### config.mk
export PLATFORM = sky130hd
export DESIGN_NAME = key_sw_io_ctrl
export DESIGN_NICKNAME = d
export VERILOG_FILES = /design/src/rtl/keyio_pkg.sv /design/src/rtl/debounce_bit.sv /design/src/rtl/key_sw_io_ctrl.sv
export SDC_FILE = /design/constraint.sdc
export NUM_CORES = 1
export LEC_CHECK = 0
export ABC_AREA = 1
export CAP_MARGIN = 15
export CORE_MARGIN = 2
export CORE_UTILIZATION = 35
export CTS_CLUSTER_SIZE = 30
export DETAILED_ROUTE_END_ITERATION = 16
export RECOVER_POWER = 50
export SETUP_SLACK_MARGIN = 0.3
export SLEW_MARGIN = 0
export SYNTH_ARGS = -nofsm -noshare
export SYNTH_HDL_FRONTEND = slang
export SYNTH_SLANG_ARGS = --single-unit
### constraint.sdc
create_clock -name clk -period 3.6 [get_ports clk]
set_clock_uncertainty 0.15 [all_clocks]
set_input_delay 0.54 -clock clk [delete_from_list [all_inputs] [get_ports clk]]
set_output_delay 0.54 -clock clk [all_outputs]
set_load 0.05 [all_outputs]
### src/rtl/keyio_pkg.sv
// Shared constants for the key/switch I/O block: memory-mapped register
// addresses and KSTAT/KCTRL bit positions.
package keyio_pkg;
  localparam logic [15:0] ADDR_KEY   = 16'hFFF0;
  localparam logic [15:0] ADDR_SW    = 16'hFFF2;
  localparam logic [15:0] ADDR_KSTAT = 16'hFFF4;
  localparam logic [15:0] ADDR_KCTRL = 16'hFFF6;

  localparam int NKEY = 4;
  localparam int NSW  = 10;

  // KSTAT / KCTRL layout
  localparam int KST_PRESS_LSB = 0;  // [3:0] sticky press flags
  localparam int KST_OVR_LSB   = 4;  // [7:4] overrun flags
  localparam int KST_SWCHG     = 8;  // [8]   switch-change flag
  localparam int KST_W         = 9;
endpackage

### src/rtl/debounce_bit.sv
// One input bit: 2-flop synchronizer, stability counter and debounced output.
// upd_o pulses on the cycle the debounced value is about to flip.
module debounce_bit #(
  parameter int   DEB_CYCLES = 500000,
  parameter logic RST_VAL    = 1'b0
) (
  input  logic clk,
  input  logic rstn,
  input  logic raw_i,
  output logic deb_o,
  output logic upd_o
);
  localparam int CW = (DEB_CYCLES < 2) ? 1 : $clog2(DEB_CYCLES);

  logic          s1_q, s2_q, deb_q, deb_d;
  logic [CW-1:0] cnt_q, cnt_d;

  // Counter runs only while the synchronized value disagrees with the output;
  // the output flips on the cycle the count would reach DEB_CYCLES.
  always_comb begin
    upd_o = (s2_q != deb_q) && (cnt_q == CW'(DEB_CYCLES - 1));
    deb_d = upd_o ? s2_q : deb_q;
    cnt_d = (s2_q == deb_q || upd_o) ? '0 : cnt_q + 1'b1;
  end

  // Synchronizer, counter and debounced state.
  always_ff @(posedge clk or negedge rstn) begin
    if (!rstn) begin
      s1_q  <= RST_VAL;
      s2_q  <= RST_VAL;
      deb_q <= RST_VAL;
      cnt_q <= '0;
    end else begin
      s1_q  <= raw_i;
      s2_q  <= s1_q;
      deb_q <= deb_d;
      cnt_q <= cnt_d;
    end
  end

  assign deb_o = deb_q;
endmodule

### src/rtl/key_sw_io_ctrl.sv
// Memory-mapped key/switch controller: debounced keys (FFF0), switches (FFF2),
// W1C status KSTAT (FFF4), irq enables KCTRL (FFF6), registered irq.
// Optional feature macro: KEYIO_SW_CHANGE_EN (switch-change flag in KSTAT[8]).
module key_sw_io_ctrl
  import keyio_pkg::*;
#(
  parameter int DBITS      = 16,
  parameter int DEB_CYCLES = 500000
) (
  input  logic             clk,
  input  logic             rstn,
  input  logic [3:0]       key_in,
  input  logic [9:0]       sw_in,
  input  logic [DBITS-1:0] addr,
  input  logic [DBITS-1:0] wdata,
  input  logic             we,
  output logic             sel,
  output logic [DBITS-1:0] rdata,
  output logic             irq
);
  logic [NKEY-1:0]  key_deb, key_upd, press;
  logic [NSW-1:0]   sw_deb, sw_upd;
  logic [7:0]       kstat_q, kstat_d, kstat_set;
  logic [7:0]       kctrl_q;
  logic [KST_W-1:0] kstat, kctrl;
  logic             wr_kstat, wr_kctrl, irq_q;

  // Keys idle high, switches idle low.
  for (genvar i = 0; i < NKEY; i++) begin : g_key
    debounce_bit #(.DEB_CYCLES(DEB_CYCLES), .RST_VAL(1'b1)) u_deb (
      .clk(clk), .rstn(rstn), .raw_i(key_in[i]), .deb_o(key_deb[i]), .upd_o(key_upd[i]));
  end
  for (genvar i = 0; i < NSW; i++) begin : g_sw
    debounce_bit #(.DEB_CYCLES(DEB_CYCLES), .RST_VAL(1'b0)) u_deb (
      .clk(clk), .rstn(rstn), .raw_i(sw_in[i]), .deb_o(sw_deb[i]), .upd_o(sw_upd[i]));
  end

  assign sel = (addr == DBITS'(ADDR_KEY))   || (addr == DBITS'(ADDR_SW)) ||
               (addr == DBITS'(ADDR_KSTAT)) || (addr == DBITS'(ADDR_KCTRL));
  assign wr_kstat = we && (addr == DBITS'(ADDR_KSTAT));
  assign wr_kctrl = we && (addr == DBITS'(ADDR_KCTRL));

  // A flip of a currently-high debounced key is a press.
  assign press = key_upd & key_deb;

  // Press/overrun flags: set wins over the same-cycle W1C.
  always_comb begin
    kstat_set = {press & kstat_q[KST_PRESS_LSB +: NKEY], press};
    kstat_d   = (kstat_q & ~(wr_kstat ? wdata[7:0] : 8'h00)) | kstat_set;
  end

  // Press/overrun status and low enable bits.
  always_ff @(posedge clk or negedge rstn) begin
    if (!rstn) begin
      kstat_q <= '0;
      kctrl_q <= '0;
    end else begin
      kstat_q <= kstat_d;
      if (wr_kctrl) kctrl_q <= wdata[7:0];
    end
  end

`ifdef KEYIO_SW_CHANGE_EN
  logic swchg_q, swen_q;

  // Switch-change flag and its enable.
  always_ff @(posedge clk or negedge rstn) begin
    if (!rstn) begin
      swchg_q <= 1'b0;
      swen_q  <= 1'b0;
    end else begin
      swchg_q <= (swchg_q && !(wr_kstat && wdata[KST_SWCHG])) || (|sw_upd);
      if (wr_kctrl) swen_q <= wdata[KST_SWCHG];
    end
  end

  assign kstat = {swchg_q, kstat_q};
  assign kctrl = {swen_q, kctrl_q};
`else
  logic unused_sw;
  assign unused_sw = ^{sw_upd, wdata[KST_SWCHG]};
  assign kstat = {1'b0, kstat_q};
  assign kctrl = {1'b0, kctrl_q};
`endif

  // irq lags the status/enable change by one cycle.
  always_ff @(posedge clk or negedge rstn) begin
    if (!rstn) irq_q <= 1'b0;
    else       irq_q <= |(kstat & kctrl);
  end
  assign irq = irq_q;

  // Combinational read mux; unmapped addresses read 0.
  always_comb begin
    rdata = '0;
    if      (addr == DBITS'(ADDR_KEY))   rdata = DBITS'({12'b0, key_deb});
    else if (addr == DBITS'(ADDR_SW))    rdata = DBITS'({6'b0, sw_deb});
    else if (addr == DBITS'(ADDR_KSTAT)) rdata = DBITS'({7'b0, kstat});
    else if (addr == DBITS'(ADDR_KCTRL)) rdata = DBITS'({7'b0, kctrl});
  end

  logic unused_wd;
  assign unused_wd = ^wdata[DBITS-1:KST_W];
endmodule

# After elaboration in Yosys (flattened, before gate mapping)

Index checks and enable logic that the tools add are counted.

Flip-flop bits (word level): 325
Latch bits: 0
Bits in writable memories: 0
Memory bits (read-only): 0
Input bits: 49
Output and inout port bits: 18
Word-level logic and storage cells: 178
Memories: 0

Add/sub/neg operators: 14
Multiply operators: 0
Divide/modulo/power cells: 0
Order comparisons: 0
Equality and inequality tests: 46
Shift operators: 0
Multiplexer cells: 19
Bitwise operators: 6
Reduce and logical (&&, ||, !) cells: 34

Operators with widths:

| cell                                                            | number |
|---|---|
| 19-bit by 1-bit adder with 19-bit output, second input constant | 14 |
| 19-bit equality test, second input constant                     | 14 |
| 19-bit 2-to-1 mux                                               | 14 |
| 16-bit equality test, second input constant                     | 4 |
| 8-bit 2-to-1 mux                                                | 3 |
| 1-bit logical OR                                                | 17 |
| 8-bit AND                                                       | 2 |
| 1-bit logical AND                                               | 16 |
| 16-bit 2-to-1 mux                                               | 1 |
| 1-bit equality test                                             | 14 |
| 1-bit != test                                                   | 14 |
| 10-bit 2-to-1 mux                                               | 1 |
| 9-bit OR reduction                                              | 1 |
| 4-bit AND                                                       | 2 |
| 8-bit inverter                                                  | 1 |
| 8-bit OR                                                        | 1 |

# Logic depth before layout (Yosys ltp)

Gate-level depths: netlist of run 1.

Depth in word-level cells: 6
Depth in mapped cells: 10
Mapped depth without buffers: 9

# Hierarchy

From an unflattened synthesis of run 1, not the netlist that was laid out.

Cells, all modules: 2332
Area total of the unflattened synthesis: 18885.6 um^2

Modules (own cells, without submodules):

| module                            | times used | cells an instance | area each (um^2) | seq. area each (um^2) |
|---|---|---|---|---|
| debounce_bit (g_sw[0].u_deb ...)  | 10         | 153               | 1251.2           | 550.5 |
| debounce_bit (g_key[0].u_deb ...) | 4          | 153               | 1255.0           | 554.3 |
| key_sw_io_ctrl                    | 1          | 190               | 1353.8           | 425.4 |

# Worst setup path before layout of run 1

No wires, ideal clock.

Kind: input-to-output
From: in addr[2]
To: out rdata[8]
Arrival: 1.898 ns
Data required time: 2.910 ns
Setup slack: 1.012 ns
Stages: 5
Buffers on the path: 1
Path through: or2_4 nor2_4 nand3_2 buf_2 nor2_1

Cells in the longest elaborated chain, start to end: 3
Elaborated cells on any way between the ends: 4
Classes of those cells: eq/ne (2); mux (2)

RTL lines:

| element              | RTL line             | RTL |
|---|---|---|
| from (decl)          | key_sw_io_ctrl.sv:14 | `input logic [DBITS-1:0] addr,` |
| 16-bit equality test | key_sw_io_ctrl.sv:97 | `else if (addr == DBITS'(ADDR_SW)) rdata = DBITS'({6'b0, sw_deb});` |
| 10-bit 2-to-1 mux    | key_sw_io_ctrl.sv:97 |  |
| 16-bit 2-to-1 mux *  | key_sw_io_ctrl.sv:96 | `if (addr == DBITS'(ADDR_KEY)) rdata = DBITS'({12'b0, key_deb});` |
| to (decl)            | key_sw_io_ctrl.sv:18 | `output logic [DBITS-1:0] rdata,` |

Every way passes the cells marked *; elsewhere a longest branch is shown, timed or not.

# Worst setup path after layout of run 1

From: in addr[8]
To: out rdata[5]

Cells in the longest elaborated chain, start to end: 5
Elaborated cells on any way between the ends: 8
Classes of those cells: eq/ne (4); mux (4)

RTL lines:

| element              | RTL line             | RTL |
|---|---|---|
| 16-bit equality test | key_sw_io_ctrl.sv:99 | `else if (addr == DBITS'(ADDR_KCTRL)) rdata = DBITS'({7'b0, kctrl});` |
| 8-bit 2-to-1 mux     | key_sw_io_ctrl.sv:99 |  |
| 8-bit 2-to-1 mux     | key_sw_io_ctrl.sv:98 | `else if (addr == DBITS'(ADDR_KSTAT)) rdata = DBITS'({7'b0, kstat});` |
| 10-bit 2-to-1 mux    | key_sw_io_ctrl.sv:97 |  |
| 16-bit 2-to-1 mux *  | key_sw_io_ctrl.sv:96 |  |

Marks and branches as above.

==> results of run 1 <==
==> final cells by class <==
| class | count | share of cell area |
|---|---|---|
| clock buffers | 57 | 0.0595 |
| clock inverters | 11 | 0.00809 |
| inverters | 192 | 0.0366 |
| multi-input cells | 1700 | 0.411 |
| flip-flops and latches | 325 | 0.408 |
| well taps | 664 | 0.0416 |
| repair buffers | 58 | 0.0349 |
==> worst max-delay path by stage <==
| stage | start | end | slack, ns | depth (start not counted) |
|---|---|---|---|---|
| 6_report | addr[8] | rdata[5] | 0.50 | 10 |
| 5_1_grt | rstn | g_sw[0].u_deb.cnt_q[13] | 0.26 | 3 |
| 4_1_cts | addr[8] | rdata[5] | 0.37 | 10 |
| 3_5_place_dp | addr[8] | rdata[5] | 0.39 | 10 |
| 3_3_place_gp | addr[9] | rdata[5] | 0.38 | 10 |
| 2_1_floorplan | addr[2] | rdata[8] | 1.01 | 5 |
==> worst max-delay path, stage by stage <==
cell and delay (ns):
clkdlybuf4s50_1 0.46, nand2_1 0.05, nor2_1 0.09, nand2_1 0.22, inv_2 0.26, nand3_4 0.19
nand2_1 0.12, nor2_1 0.04, nor2_1 0.24, buf_12 0.18
==> cells in the final DEF, fill, tap and decap left out, types with 25 or more instances in the layout <==
| master | instances |
|---|---|
| a21oi_1 | 29 |
| clkbuf_16 | 41 |
| clkdlybuf4s50_1 | 26 |
| dfrtp_1 | 313 |
| inv_1 | 180 |
| nand2_1 | 502 |
| nand2_2 | 25 |
| nand3_1 | 136 |
| nand4_1 | 62 |
| nor2_1 | 591 |
| nor2_2 | 30 |
| nor3_1 | 50 |
| o21ai_0 | 43 |
| xnor2_1 | 34 |
| xor2_1 | 94 |
==> layer usage <==
layer / up-vias / routed length, um / global-route usage
met5: - / 0 / 0
met2: 175 / 17800 / 0.253
met3: 50 / 1620 / 0.0327
li1: 7231 / - / -
met1: 6676 / 18200 / 0.201
met4: 0 / 587 / 0.0380
==> registers in the layout (all words and copies together) (netlist names) <==
signal,flops
g_sw.u_deb.cnt_q,190
g_key.u_deb.cnt_q,76
g_sw.u_deb.deb_o,10
g_sw.u_deb.s1_q,10
g_sw.u_deb.s2_q,10
kctrl_q,8
kstat_q,8
g_key.u_deb.deb_o,4
g_key.u_deb.s1_q,4
g_key.u_deb.s2_q,4
irq,1
==> synth_stat cells <==
master / count / share of area
nor2_1: 579 / 0.13
nand2_1: 499 / 0.11
dfrtp_1: 313 / 0.45
inv_1: 180 / 0.039
nand3_1: 135 / 0.039
xor2_1: 94 / 0.047
nand4_1: 62 / 0.022
nor3_1: 50 / 0.014
o21ai_0: 43 / 0.012
nor2_2: 34 / 0.012
xnor2_1: 34 / 0.017
a21oi_1: 29 / 0.0084
nand2_2: 28 / 0.010
nor2_4: 23 / 0.015
ha_1: 14 / 0.010
buf_6: 12 / 0.0078
dfstp_2: 12 / 0.018
nand3_2: 12 / 0.0069
o21bai_1: 12 / 0.0052
buf_4: 9 / 0.0039
nand3b_1: 9 / 0.0039
inv_2: 7 / 0.0015
nand2_4: 5 / 0.0032
nor3b_1: 5 / 0.0022
a31oi_1: 4 / 0.0014
o2111ai_1: 4 / 0.0020
clkinv_2: 3 / 0.00086
o21a_1: 3 / 0.0013
a221oi_1: 2 / 0.0010
and2_1: 2 / 0.00072
and3_1: 2 / 0.00072
buf_2: 2 / 0.00058
inv_4: 2 / 0.00072
nor4_1: 2 / 0.00072
a21o_1: 1 / 0.00043
buf_12: 1 / 0.0012
clkbuf_1: 1 / 0.00022
conb_1: 1 / 0.00022
nor3_2: 1 / 0.00058
nor3_4: 1 / 0.00094
o21ai_2: 1 / 0.00050
o21ai_4: 1 / 0.00094
or2_1: 1 / 0.00036
or2_2: 1 / 0.00036
or2_4: 1 / 0.00050
==> per-stage QoR <==
step / hold WS (ns) / worst slack [ns] / utilization / power [mW]
after floorplan: 0.0944 / 1.01 / - / 3.98
after global placement: 0.187 / 0.376 / 0.382 / 4.13
after detailed placement: 0.185 / 0.389 / 0.382 / 4.14
after CTS: 0.194 / 0.372 / 0.410 / 8.34
after global routing: 0.208 / 0.263 / 0.408 / 8.52
final: 0.191 / 0.502 / 0.408 / 8.17
==> cells by family (layout without fill, tap and decap cells) <==
group / count (synthesis) / in the layout / share of synthesized area
simple gates: 1452 / 1452 / 0.367
flops: 325 / 325 / 0.469
buf+inv: 217 / 318 / 0.0556
xor+xnor: 128 / 128 / 0.0645
compound gates: 100 / 100 / 0.0336
fa+ha+maj: 14 / 14 / 0.0101
other cells: 1 / 6 / 0.000216
==> power groups by stage <==
stage | logic (mW) | registers, mW | clock network (mW)
after floorplan | 0.171 | 3.81 | 0
after global placement | 0.313 | 3.82 | 0
after detailed placement | 0.317 | 3.82 | 0
after CTS | 0.320 | 3.76 | 4.26
after global routing | 0.350 | 3.76 | 4.41
final | 0.300 | 3.76 | 4.12
==> repair_timing <==
item / 4_1_cts / 5_1_grt
setup endpoints to repair: 0 / 3
hold buffers: 1 / 0
resized for setup: 0 / 1
hold endpoints to repair: 62 / 0
==> flow_summary.ini, run 1 <==
[run_status]
status = finished with violations
violations = max-capacitance violations, max-slew violations

[cts]
cts_inserted_buffers = 39
cts_sinks = 325
clk_latency_ns = 0.54
max-clock-path-buffers = 3
cts_tree = yes
htree_levels = 2
clk_pin_slew_ns = 0.06
cts_root_buf = clkbuf_16
post-cts-setup-buffers = 0

[setup_path]
cp-end-kind = primary output
cp_max_fo = 13
critPathKind = input port to primary output
worstRegToRegCells = 6
r2r_slack_ns = 1.50
r2r_end = g_sw[8].u_deb.cnt_q[11]
crit_arrival_ns = 2.41
start_kind = input port
worstPathRequired_ns = 2.91
reg2reg_from = g_sw[8].u_deb.cnt_q[0]

[floorplanning]
start_util = 0.355
io-pin-count = 67
die_h_um = 227
dieArea_mm2 = 0.0514
die_w_um = 227
rows = 81
core_mm2 = 0.0490

[timing]
hold_viol_final = 0
tightest_slew_ns = 1.76
max_freq_ghz = 0.323
finalSetupViolCount = 0
min_period_ns = 3.10
slew_viol_final = 66
period_share = 0.860
tns_ns = 0
max_slew_margin = -0.175
rsz0062_at_grt = no

[cells_and_area]
syn2layout_area_growth_pct = 14.9
n_antenna_cell = 0
drive_gt1_frac = 0.0832
seqCellArea_mm2 = 0.00815
multi_input_area_mm2 = 0.00820
finish.instance_area_mm2 = 0.0200
final-instance-count-excl-fill = 3007
finalNetCount = 2379
fillers = 4891

[power_and_ir_drop]
ir_drop_uv = 312
switching_power_mw = 1.81
swShare = 0.221
p_per_area_mw_per_mm2 = 410
p_int_mw = 6.37
p_seq_frac = 0.459
clkPwrFrac = 0.504
pwr-share-comb = 0.037
p_leak_nw = 8.36

[route]
dr.pass1.iters = 5
vias_per_cell = 4.70
ant_nets = 0
num_vias = 14132
drc = 0
routed_wl_mm = 38.2
wl_per_cell_um = 12.7
detail_route.iter0.violations = 818

[logic_synthesis]
netlist_instances = 2237
syn_avg_cell_area_um2 = 7.77
synth_seq_area_share = 0.469
synth_seq_cells = 325
ys.warnings.count = 0
ys_types = 45
syn_area_mm2 = 0.0174

[placement]
place_inst = 2938
finalWeightedCongestion = 0.871
portBuffers = 52
place_area_mm2 = 0.0187
dp_hpwl_mm = 27.3

[global_route]
grt_antenna_before_repair = 0
grt_start_max_net_pins = 93
grt_usage = 0.152
grt_pass1_wl_mm = 65.0
globalRoute.totalOverflow = 0
grt_pass1_vias = 13747

[worst_hold_path]
hold_path_startpoint = g_sw[8].u_deb.s1_q
hp-class = flip-flop to flip-flop
min_to = g_sw[8].u_deb.s2_q
hold_depth = 0

[run]
cap_violations = 1
No activity file was read; power rests on OpenSTA's default activity.
==> inputs of run 2 (changes only) <==
CAP_MARGIN = 20   (was 15)
==> results of run 2 <==
No change in the layout: final DEF, timing and power equal those of run 1.
==> inputs of run 3 (changes only) <==
GPL_TIMING_DRIVEN = 0   (was default)
==> flow_summary.ini, run 3 (synthesis results as in run 1) <==
[run_status]
status = finished with violations
violations = max-capacitance violations, max-slew violations

[timing]
tns_ns = 0
tightest_slew_ns = 2.39
whs_ns = 0.194
max_slew_margin = -0.591
finalSetupViolCount = 0
min_period_ns = 3.21
max_freq_ghz = 0.312
period_share = 0.891
setup_slack_ns = 0.394
rsz0062_at_grt = yes
hold_viol_final = 0
slew_viol_final = 104

[power_and_ir_drop]
ir_drop_uv = 340
power_mw = 8.20
p_leak_nw = 8.38
p_per_area_mw_per_mm2 = 413

[floorplanning]
io-pin-count = 67
start_util = 0.355
rows = 81
dieArea_mm2 = 0.0514
die_h_um = 227
core_mm2 = 0.0490
die_w_um = 227

[cts]
cts_root_buf = clkbuf_16
post-cts-setup-buffers = 0
clk_latency_ns = 0.56
clk_pin_slew_ns = 0.06
htree_levels = 2
max-clock-path-buffers = 3
cts_tree = yes
cts_sinks = 325
cts_inserted_buffers = 39

[route]
num_vias = 14165
wl_per_cell_um = 12.4
routed_wl_mm = 37.6
vias_per_cell = 4.67
dr.pass1.iters = 5
wl_met3_mm = 1.52
drc = 0
detail_route.iter0.violations = 667
wl_met1_mm = 17.8
ant_nets = 0
wl_met2_mm = 17.5
dr.max_layer_used = met5

[setup_path]
crit_family = buffers and inverters
cp_max_fo = 10
critPathKind = input port to primary output
crit_arrival_ns = 2.52
worstPathRequired_ns = 2.91
cp-end-kind = primary output
r2r_slack_ns = 0.99
cp_num_buf_inv = 5
worstPathCellList = clkdlybuf4s50_1 > nand2_1 > nor2_1 > nand2_2 > inv_2 > buf_4 > nand3_2 > buf_4 > nor2_1 > buf_2
crit_start = addr[9]
start_kind = input port
reg2reg_from = g_sw[2].u_deb.cnt_q[0]
max_stage_delay_ns = 0.45
crit_path_top_delay_cell = clkdlybuf4s50_1

[global_route]
grt_start_max_net_pins = 118
grt_pass1_vias = 13880
globalRoute.totalOverflow = 0
grt_usage = 0.153
grt_antenna_before_repair = 1
grt_pass1_wl_mm = 65.4

[worst_hold_path]
hold_path_startpoint = g_sw[1].u_deb.s1_q
hp-class = flip-flop to flip-flop

[placement]
place_inst = 2959
dp_hpwl_mm = 27.1
dp_slack_ns = -0.287
portBuffers = 51
finalWeightedCongestion = 0.880
place_area_mm2 = 0.0188

[cells_and_area]
top_register = g_sw.u_deb.cnt_q
largest_register_ffs = 190
final-instance-count-excl-fill = 3030
finish.instance_area_mm2 = 0.0198
final_common_cell = nor2_1
drive_gt1_frac = 0.0752
syn2layout_area_growth_pct = 14.1
top_regs = g_sw.u_deb.cnt_q: 190 flops, g_key.u_deb.cnt_q: 76 flops
fin_util = 0.405
finalNetCount = 2400
layout_common_cells = nor2_1, nand2_1, dfrtp_1, inv_1, nand3_1
n_antenna_cell = 0

[run]
cap_violations = 1
[run 3: changes by cell type in the layout (fill, tap and decap cells not counted), sizes merged]
cell	change
clkbuf	+2
clkinvlp	+5
buf	+15
bufinv	+2
inv	-4
clkdlybuf4s50	-1
clkinv	+4
[run 3: worst paths after layout]
kind	end	cells after the start
min in group asynchronous	g_sw[8].u_deb.cnt_q[16]	2
min	g_sw[1].u_deb.s2_q	0
max in group asynchronous	g_sw[1].u_deb.cnt_q[9]	3
min reg2reg	g_sw[1].u_deb.s2_q	0
max	rdata[9]	10
max reg2reg	g_sw[2].u_deb.cnt_q[12]	7
[run 3: worst reg2reg max path: stages, from the launching register on]
cell	delay (ns)
dfrtp_1	0.37
ha_1	0.31
nand2_1	0.16
nor2_1	0.19
nand3_2	0.10
o21ai_0	0.65
clkbuf_1	0.45
nor2_1	0.11
[run 3: layout make-up]
cell class,count,area (um^2)
buffer,25,205
multi-input combinational,1700,8060
sequential,325,8150
clock inverter,18,264
tap,664,831
clock buffer,52,1080
timing repair buffer,54,520
inverter,192,727
fill,4960,29100
[run 3: routing by layer]
metal,track usage,vias up
met2,0.257,189
met1,0.200,6656
li1,-,7263
met3,0.0285,55
met5,0,-
met4,0.0475,2
[run 3: report_power, final]
part           internal (mW)  leakage, nW  total (mW)  switching, mW
Combinational          0.103         3.35       0.311          0.208
Clock                   2.54        0.653        4.13           1.59
Sequential              3.71         4.38        3.75         0.0427
[run 3: what timing repair did]
item | CTS | global route
hold buffers | 1 | 0
gates resized for setup | 41 | 23
hold endpoints to repair | 101 | 0
setup endpoints to repair | 11 | 11
